File: src/rtl/seq_engine_if.sv
// Handshake bundle between the game controller and seq_engine.
// master drives ticks, game control and presses; slave (the engine) drives the display/status.
interface seq_engine_if #(
    parameter int unsigned LANES  = 4,
    parameter int unsigned ADDR_W = 4
) ();
    logic              tick;
    logic              start;
    logic [7:0]        seed;
    logic              abort;
    logic [LANES-1:0]  btn;
    logic              btn_valid;
    logic [LANES-1:0]  led;
    logic [ADDR_W:0]   round;
    logic              busy;
    logic              waiting;
    logic              fail;
    logic              win;

    modport master (
        output tick, start, seed, abort, btn, btn_valid,
        input  led, round, busy, waiting, fail, win
    );

    modport slave (
        input  tick, start, seed, abort, btn, btn_valid,
        output led, round, busy, waiting, fail, win
    );
endinterface

File: src/rtl/seq_engine.sv
// Sequence game engine: fills a one-hot lane table from an 8-bit Galois LFSR, plays back
// growing prefixes on the LEDs and checks the player's presses against each prefix.
module seq_engine #(
    parameter int unsigned LANES         = 4,
    parameter int unsigned LANE_W        = 2,
    parameter int unsigned DEPTH         = 16,
    parameter int unsigned ADDR_W        = 4,
    parameter int unsigned HOLD_TICKS    = 2,
    parameter int unsigned TIMEOUT_TICKS = 8
) (
    input  logic        clk,
    input  logic        rst_n,
    seq_engine_if.slave bus
);
    localparam int unsigned HOLD_W = $clog2(HOLD_TICKS + 1);
    localparam int unsigned TO_W   = $clog2(TIMEOUT_TICKS + 1);
    localparam int unsigned RW     = ADDR_W + 1;

    localparam logic [HOLD_W-1:0] HOLD_LAST = HOLD_W'(HOLD_TICKS - 1);
    localparam logic [TO_W-1:0]   TO_LAST   = TO_W'(TIMEOUT_TICKS - 1);
    localparam logic [ADDR_W-1:0] K_LAST    = ADDR_W'(DEPTH - 1);
    localparam logic [RW-1:0]     DEPTH_R   = RW'(DEPTH);
    localparam logic [RW-1:0]     ROUND_ONE = RW'(1);

    typedef enum logic [2:0] {
        StIdle, StGen, StPlayOn, StPlayOff, StInput, StFail, StWin
    } state_e;

    state_e             state_q, state_d;
    logic [7:0]         lfsr_q, lfsr_d, lfsr_adv;
    logic [ADDR_W-1:0]  k_q, k_d;
    logic [RW-1:0]      step_q, step_d, step_inc;
    logic [RW-1:0]      round_q, round_d;
    logic [HOLD_W-1:0]  hold_q, hold_d;
    logic [TO_W-1:0]    to_q, to_d;
    logic [LANES-1:0]   led_q, led_d;
    logic               busy_q, waiting_q, fail_q, win_q;

    logic [LANES-1:0]   mem [DEPTH];
    logic               mem_we;
    logic [LANES-1:0]   gen_lane;

    always_comb begin
        state_d  = state_q;
        lfsr_d   = lfsr_q;
        k_d      = k_q;
        step_d   = step_q;
        round_d  = round_q;
        hold_d   = hold_q;
        to_d     = to_q;
        led_d    = '0;
        mem_we   = 1'b0;
        lfsr_adv = lfsr_q[0] ? ((lfsr_q >> 1) ^ 8'hB8) : (lfsr_q >> 1);
        gen_lane = '0;
        gen_lane[lfsr_adv[LANE_W-1:0]] = 1'b1;
        step_inc = step_q + 1'b1;

        // abort wins over everything; the LFSR keeps its value
        if (bus.abort) begin
            state_d = StIdle;
            k_d     = '0;
            step_d  = '0;
            round_d = '0;
            hold_d  = '0;
            to_d    = '0;
        end else begin
            unique case (state_q)
                StIdle, StFail, StWin: begin
                    if (bus.start) begin
                        lfsr_d  = (bus.seed == 8'h00) ? 8'h01 : bus.seed;
                        k_d     = '0;
                        step_d  = '0;
                        round_d = '0;
                        hold_d  = '0;
                        to_d    = '0;
                        state_d = StGen;
                    end
                end
                StGen: begin
                    lfsr_d = lfsr_adv;
                    mem_we = 1'b1;
                    k_d    = k_q + 1'b1;
                    if (k_q == K_LAST) begin
                        k_d     = '0;
                        round_d = ROUND_ONE;
                        step_d  = '0;
                        hold_d  = '0;
                        led_d   = mem[0];
                        state_d = StPlayOn;
                    end
                end
                StPlayOn: begin
                    led_d = mem[step_q[ADDR_W-1:0]];
                    if (bus.tick) begin
                        if (hold_q == HOLD_LAST) begin
                            hold_d  = '0;
                            led_d   = '0;
                            state_d = StPlayOff;
                        end else begin
                            hold_d = hold_q + 1'b1;
                        end
                    end
                end
                StPlayOff: begin
                    if (bus.tick) begin
                        if (step_inc == round_q) begin
                            step_d  = '0;
                            to_d    = '0;
                            state_d = StInput;
                        end else begin
                            step_d  = step_inc;
                            led_d   = mem[step_inc[ADDR_W-1:0]];
                            state_d = StPlayOn;
                        end
                    end
                end
                StInput: begin
                    // a press in the same cycle as a tick swallows the tick
                    if (bus.btn_valid) begin
                        to_d = '0;
                        if (bus.btn == mem[step_q[ADDR_W-1:0]]) begin
                            if (step_inc == round_q) begin
                                step_d = '0;
                                if (round_q == DEPTH_R) begin
                                    state_d = StWin;
                                end else begin
                                    round_d = round_q + 1'b1;
                                    hold_d  = '0;
                                    led_d   = mem[0];
                                    state_d = StPlayOn;
                                end
                            end else begin
                                step_d = step_inc;
                                led_d  = bus.btn;
                            end
                        end else begin
                            state_d = StFail;
                        end
                    end else if (bus.tick) begin
                        if (to_q == TO_LAST) begin
                            state_d = StFail;
                        end else begin
                            to_d = to_q + 1'b1;
                        end
                    end
                end
                default: state_d = StIdle;
            endcase
        end
    end

    always_ff @(posedge clk or negedge rst_n) begin
        if (!rst_n) begin
            state_q   <= StIdle;
            lfsr_q    <= 8'h01;
            k_q       <= '0;
            step_q    <= '0;
            round_q   <= '0;
            hold_q    <= '0;
            to_q      <= '0;
            led_q     <= '0;
            busy_q    <= 1'b0;
            waiting_q <= 1'b0;
            fail_q    <= 1'b0;
            win_q     <= 1'b0;
        end else begin
            state_q   <= state_d;
            lfsr_q    <= lfsr_d;
            k_q       <= k_d;
            step_q    <= step_d;
            round_q   <= round_d;
            hold_q    <= hold_d;
            to_q      <= to_d;
            led_q     <= led_d;
            busy_q    <= (state_d == StGen) || (state_d == StPlayOn) || (state_d == StPlayOff);
            waiting_q <= (state_d == StInput);
            fail_q    <= (state_d == StFail);
            win_q     <= (state_d == StWin);
        end
    end

    // table contents are meaningless until GEN has refilled them, so no reset
    always_ff @(posedge clk) begin
        if (mem_we) begin
            mem[k_q] <= gen_lane;
        end
    end

    assign bus.led     = led_q;
    assign bus.round   = round_q;
    assign bus.busy    = busy_q;
    assign bus.waiting = waiting_q;
    assign bus.fail    = fail_q;
    assign bus.win     = win_q;
endmodule

File: src/flat_wrapper.sv
// flat-port wrapper written by rule: the top's interface ports become plain ports
module seq_engine_flat 
#(
    parameter int unsigned LANES         = 4,
    parameter int unsigned LANE_W        = 2,
    parameter int unsigned DEPTH         = 16,
    parameter int unsigned ADDR_W        = 4,
    parameter int unsigned HOLD_TICKS    = 2,
    parameter int unsigned TIMEOUT_TICKS = 8
)
  (clk, rst_n, bus_tick, bus_start, bus_seed, bus_abort, bus_btn, bus_btn_valid, bus_led, bus_round, bus_busy, bus_waiting, bus_fail, bus_win);
  seq_engine_if #(.LANES(LANES), .ADDR_W(ADDR_W)) bus_i ();
  input  logic clk;
  input  logic rst_n;
  input wire logic [$bits(bus_i.tick)-1:0] bus_tick;
  input wire logic [$bits(bus_i.start)-1:0] bus_start;
  input wire logic [$bits(bus_i.seed)-1:0] bus_seed;
  input wire logic [$bits(bus_i.abort)-1:0] bus_abort;
  input wire logic [$bits(bus_i.btn)-1:0] bus_btn;
  input wire logic [$bits(bus_i.btn_valid)-1:0] bus_btn_valid;
  output wire logic [$bits(bus_i.led)-1:0] bus_led;
  output wire logic [$bits(bus_i.round)-1:0] bus_round;
  output wire logic [$bits(bus_i.busy)-1:0] bus_busy;
  output wire logic [$bits(bus_i.waiting)-1:0] bus_waiting;
  output wire logic [$bits(bus_i.fail)-1:0] bus_fail;
  output wire logic [$bits(bus_i.win)-1:0] bus_win;
  assign bus_i.tick = bus_tick;
  assign bus_i.start = bus_start;
  assign bus_i.seed = bus_seed;
  assign bus_i.abort = bus_abort;
  assign bus_i.btn = bus_btn;
  assign bus_i.btn_valid = bus_btn_valid;
  assign bus_led = bus_i.led;
  assign bus_round = bus_i.round;
  assign bus_busy = bus_i.busy;
  assign bus_waiting = bus_i.waiting;
  assign bus_fail = bus_i.fail;
  assign bus_win = bus_i.win;
  seq_engine #(.LANES(LANES), .LANE_W(LANE_W), .DEPTH(DEPTH), .ADDR_W(ADDR_W), .HOLD_TICKS(HOLD_TICKS), .TIMEOUT_TICKS(TIMEOUT_TICKS)) u_core (.clk(clk), .rst_n(rst_n), .bus(bus_i));
endmodule
File: config.mk
export PLATFORM = sky130hd
export DESIGN_NAME = seq_engine_flat
export DESIGN_NICKNAME = d
export VERILOG_FILES = /design/src/rtl/seq_engine_if.sv /design/src/rtl/seq_engine.sv /design/src/flat_wrapper.sv
export SDC_FILE = /design/constraint.sdc
export NUM_CORES = 1
export LEC_CHECK = 0
export CAP_MARGIN = 20
export CORE_MARGIN = 1.5
export CORE_UTILIZATION = 50
export CTS_CLUSTER_DIAMETER = 50
export CTS_CLUSTER_SIZE = 28
export DETAILED_ROUTE_END_ITERATION = 6
export DONT_BUFFER_PORTS = 1
export GPL_ROUTABILITY_DRIVEN = 0
export PLACE_DENSITY = 0.63
export SLEW_MARGIN = 20
export SYNTH_ARGS = -nofsm -noshare
export SYNTH_HDL_FRONTEND = slang
export SYNTH_SLANG_ARGS = --single-unit
File: constraint.sdc
create_clock -name clk -period 4.2 [get_ports clk]
set_input_delay 0.21 -clock clk [delete_from_list [all_inputs] [get_ports clk]]
set_output_delay 0.21 -clock clk [all_outputs]
set_load 0.02 [all_outputs]
# == Yosys cells after proc, flatten, opt, wreduce, memory -nomap -nowiden ==
# Memory sizes are Yosys's and may differ from the RTL's.
# Index checks and enable logic that the tools add are counted.
# classes
add_sub_neg,5
reduce_logical,18
n_mux,71
n_eq_ne,30
n_lt_le_gt_ge,2
bitwise_logic,2
# ops
op,n
4-bit two-way mux,19
5-bit two-way mux,13
3-bit two-way mux,13
8-bit two-way mux,3
5-bit one-hot mux with 4 select lines,1
"3-bit equality test, second input constant",6
2-bit two-way mux,9
4-bit one-hot mux with 4 select lines,1
8-bit one-hot mux with 2 select lines,1
"3-bit inequality test, second input constant",5
3-bit one-hot mux with 5 select lines,1
5-bit one-hot mux with 3 select lines,1
"3-bit by 2-bit equality test with 1-bit output, second input constant",4
"3-bit by 2-bit inequality test with 1-bit output, second input constant",4
4-bit one-hot mux with 3 select lines,1
6-bit AND reduction,2
"5-bit by 1-bit adder with 5-bit output, second input constant",2
5-bit nonzero test,2
"4-bit by 1-bit adder with 4-bit output, second input constant",2
8-bit logical NOT,1
"4-bit inequality test, second input constant",2
2-bit one-hot mux with 4 select lines,1
4-bit one-hot mux with 2 select lines,1
8-bit AND reduction,1
other kinds (25),32
# word_totals
word_cells,141
out_inout_bits,13
mem_count,1
input_bits,18
ram_bits,64
register_bits,39
# mem_list
memory,words,word_bits,read_ports,rd_clocked_by_memory_dff,wr,line,rtl
u_core.mem,16,4,3,0,1,seq_engine.sv:39,logic [LANES-1:0] mem [DEPTH];

# == Longest topological paths before layout ==
# depth
ltp_word,10
mapped_depth,12

# == Least setup slack after synthesis ==
# Ideal clock, no wire load.
# synth_timing
kind,flip-flop to flip-flop
from,register u_core.step_q[0]
to,register u_core.step_q[0]
path_slack_ns,1.511
path_buffers,2
setup_ns,0.128
t_arrival_ns,2.561
period_less_slack_ns,2.689
stages_incl_launch_ff,11
path_cell_list,dfrtp_1 > buf_2 > buf_6 > mux4_2 > nand3_1 > o21ai_0 > a211oi_2 > o211ai_2 > or2_4 > a21oi_2 > mux2_1
# synth_between
elab_chain_cells,7
elab_cells_between_ends,12
classes_between,add/sub: 1; eq/ne: 3; mux: 6; reduce/logical: 1; memory: 1
# synth_rtl
item,line,rtl
start: declaration,seq_engine.sv:32,"logic [RW-1:0] step_q, step_d, step_inc;"
start signal: assignment,seq_engine.sv:170,step_q <= step_d;
5-bit by 1-bit adder with 5-bit output,seq_engine.sv:56,step_inc = step_q + 1'b1;
5-bit equality test,"seq_engine.sv:106, seq_engine.sv:122",
5-bit two-way mux,"seq_engine.sv:106, seq_engine.sv:122",
5-bit two-way mux,seq_engine.sv:121,if (bus.btn == mem[step_q[ADDR_W-1:0]]) begin
5-bit two-way mux,seq_engine.sv:119,if (bus.btn_valid) begin
5-bit one-hot mux with 4 select lines,seq_engine.sv:67,unique case (state_q)
5-bit two-way mux,seq_engine.sv:59,if (bus.abort) begin
# Parallel ways exist; a longest one is shown, timed or not. The select of a mux whose other input is x is not followed.
# A chain may end at the register's enable or synchronous reset.

# == Final worst setup path ==
# Same ends and word-level chain as after synthesis.

==> results.py <==
metrics = {
    "sta": {
        "clock_skew_ps": 7.30,
        "min_period_over_period_pct": 79.5,
        "rsz0062_at_grt": "no",
        "final_max_slew_viol_count": 0,
        "setup_viol": 0,
        "setup_tns_ps": 0,
        "slew_headroom_pct": 37.7,
        "max_freq_mhz": 299,
        "tightest_slew_ps": 932,
        "period_needed_ps": 3340,
        "hold_viol": 0,
    },
    "floorplanning": {
        "ioPinCount": 31,
        "num_rows": 39,
        "core_um2": 11600,
        "die_w_um": 113,
        "die_h_um": 113,
        "die_area_um2": 12700,
        "start_util_pct": 52.1,
    },
    "run_status": {
        "violations": "design-rule violations",
        "status": "finished, violations left",
    },
    "drt": {
        "detail_route.vias_per_cell": 6.38,
        "remaining_drc_errors": 8,
        "vias": 4263,
        "first_pass_iters": 7,
        "ant_nets": 0,
        "drt_iter0_markers": 365,
        "wl_per_cell_um": 20.8,
        "wirelength_mm": 13.9,
    },
    "finish": {
        "area_delta_synth_final_pct": 8.31,
        "drive_gt1_share_pct": 15.0,
        "utilization_pct": 56.4,
        "nNetsFinal": 547,
        "diodes": 0,
    },
    "logic_synthesis": {
        "ys_seq_area_share_pct": 48.1,
        "synth_xor_area_share_pct": 2.12,
        "synth.area.mux_share_pct": 17.5,
        "synth_cell_types": 67,
        "syn_area_um2": 6020,
        "synthSimpleGateAreaFrac_pct": 14.1,
        "synth_top_family_by_area": "multiplexers",
        "synth-adder-area-share_pct": 1.66,
        "synthMostInstantiatedCell": "edfxtp_1",
        "synth.avg_cell_area_um2": 11.5,
        "synth_seq_cells": 103,
        "yosys_warnings": 0,
        "postSynthCellCount": 524,
        "synth_compound_area_share_pct": 13.1,
        "synth.top_cell.area_share_pct": 31.9,
        "synth_nets": 550,
        "ys.flop_type": "edfxtp_1",
        "netlist_top_cells_area": "edfxtp_1, dfrtp_1, mux4_2, mux2i_1, nor2_1",
        "yosys.area.top_type": "edfxtp_1",
        "async_flop_share_pct": 37.9,
        "synthTopCellsByCount": "edfxtp_1, nor2_1, dfrtp_1",
        "synth_edf_count": 64,
    },
    "setup_path": {
        "crit_type": "register to register",
        "r2r-start": "u_core.step_q[0]",
        "worstPathArrival_ps": 3570,
        "crit_family": "compound AO/OA/AOI/OAI gates",
        "crit_chain": "buf_4 -> mux2_1 -> a22oi_1 -> o21ai_0 -> a211oi_2 -> o211ai_2 -> or2_4 -> a21oi_2 -> mux2_1",
        "timing.critical_path.mode_cell": "mux2_1",
        "crit_start": "u_core.step_q[0]",
        "critPathBufInv": 1,
        "cp_max_fo": 51,
        "cp_data_required_time_ps": 4430,
        "worst_path_largest_cell_delay_ps": 550,
        "critPathLaunchType": "register",
        "slowest_stage": "buf_4",
        "critPathCaptureType": "register",
    },
    "global_route": {
        "grt_max_degree": 52,
        "grt_pass1_vias": 4083,
        "grt_overflow": 0,
        "grt_use_total_pct": 22.8,
        "antenna_found_initial": 0,
        "grt_pass1_wl_mm": 22.2,
    },
    "cts": {
        "clk_pin_slew_ps": 70,
        "insertion_delay_ps": 350,
        "numClockSinks": 103,
        "clockRootBuffer": "clkbuf_16",
        "cts.htree.levels": 3,
        "ctsResizeCount": 0,
        "cts_buffers": 9,
        "cts.path.max_buffers": 2,
        "cts_tree": "yes",
    },
    "power": {
        "comb_power_share_pct": 8.1,
        "power_frac_seq_pct": 50.3,
        "p_int_uw": 1790,
        "powerDensity_nw_per_um2": 352,
        "power_switching_uw": 512,
        "sw_frac_of_total_pct": 22.3,
        "ir_drop_v": 0.000174,
        "p_leak_uw": 0.00242,
        "pwr-share-clk_pct": 41.5,
    },
    "worst_hold_path": {
        "hold_path_startpoint": "bus_abort",
        "hp-class": "input port to register",
    },
    "job": {
        "max-cap-violations": 0,
    },
    "placed_design": {
        "portBuffers": 0,
        "place_hpwl_mm": 10.3,
    },
}
## layout make-up
class	count	area [µm²]
clock inverters	6	119
multi-input cells	376	2930
repair buffers	11	97.6
clock buffers	9	225
flip-flops and latches	103	2900
inverters	20	75.1
fillers	953	5040
well taps	143	179
## kinds of logic after synthesis
group | count (synthesis)
simple gates | 167
compound gates | 117
flops | 103
mux | 71
buf+inv | 45
xor+xnor | 13
fa+ha+maj | 8
## timing repair
item                      in CTS  in global routing
hold endpoints to repair      39                  0
hold buffers                   2                  0
buffers inserted               0                  0
## power groups by stage
| stage | registers, µW | clock network, µW | logic [µW] |
|---|---|---|---|
| after CTS | 1160 | 968 | 187 |
| after global placement | 1180 | 0 | 170 |
| after floorplan | 1170 | 0 | 131 |
| after detailed placement | 1180 | 0 | 175 |
| after global routing | 1160 | 1010 | 208 |
| final | 1160 | 955 | 187 |
## cell usage in the layout (no fill, tap or decap), drive strengths merged, types with 4 or more instances in the layout
| cell | instances |
|---|---|
| a211oi | 13 |
| a21oi | 21 |
| a22oi | 4 |
| a32o | 4 |
| and2 | 16 |
| and3 | 9 |
| buf | 10 |
| clkbuf | 9 |
| dfrtp | 38 |
| edfxtp | 64 |
| ha | 8 |
| inv | 21 |
| mux2 | 15 |
| mux2i | 30 |
| mux4 | 26 |
| nand2 | 36 |
| nand2b | 9 |
| nand3 | 15 |
| nor2 | 39 |
| nor2b | 15 |
| nor3 | 13 |
| nor4 | 4 |
| o211ai | 4 |
| o21ai | 32 |
| o22ai | 6 |
| xnor2 | 11 |
## worst paths after layout
check	end	slack, ps	cells after the start
worst min register to register	u_core.to_q[0]	510	1
worst max-delay path	u_core.step_q[0]	860	9
worst max register to register	u_core.step_q[0]	860	9
worst min-delay path	u_core.state_q[1]	40	2
max in group asynchronous	u_core.lfsr_q[0]	3620	2
min in group asynchronous	u_core.step_q[0]	300	2
## sequential cells by signal, indices dropped and copies added (netlist names)
| register | count |
|---|---|
| u_core.mem | 64 |
| u_core.lfsr_q | 8 |
| u_core.bus.round | 5 |
| u_core.step_q | 5 |
| u_core.bus.led | 4 |
| u_core.k_q | 4 |
| u_core.to_q | 4 |
| u_core.state_q | 3 |
| u_core.hold_q | 2 |
| u_core.bus.busy | 1 |
| u_core.bus.fail | 1 |
| u_core.bus.waiting | 1 |
| u_core.bus.win | 1 |
## metal layers
layer | track usage [%] | vias up | wire length [µm] | part of all wire [%]
met4 | 8.02 | 0 | 355 | 2.6
met2 | 34.6 | 138 | 6350 | 46
met5 | 0 | - | 0 | 0
li1 | - | 1986 | - | -
met3 | 5.57 | 30 | 896 | 6.5
met1 | 32.4 | 2109 | 6260 | 45
## per-stage QoR
stage | hold slack, ps | total power [µW] | cells | setup slack (ps) | area [µm²]
floorplan | -85.6 | 1300 | 524 | 1510 | 6020
global placement | -84.9 | 1350 | 651 | 958 | 6140
detailed placement | -84.7 | 1350 | 651 | 896 | 6150
CTS | 28.4 | 2310 | 668 | 867 | 6520
global route | 42.1 | 2380 | 668 | 640 | 6520
finish | 41.0 | 2300 | 668 | 859 | 6520
No activity file was read; power rests on OpenSTA's default activity.
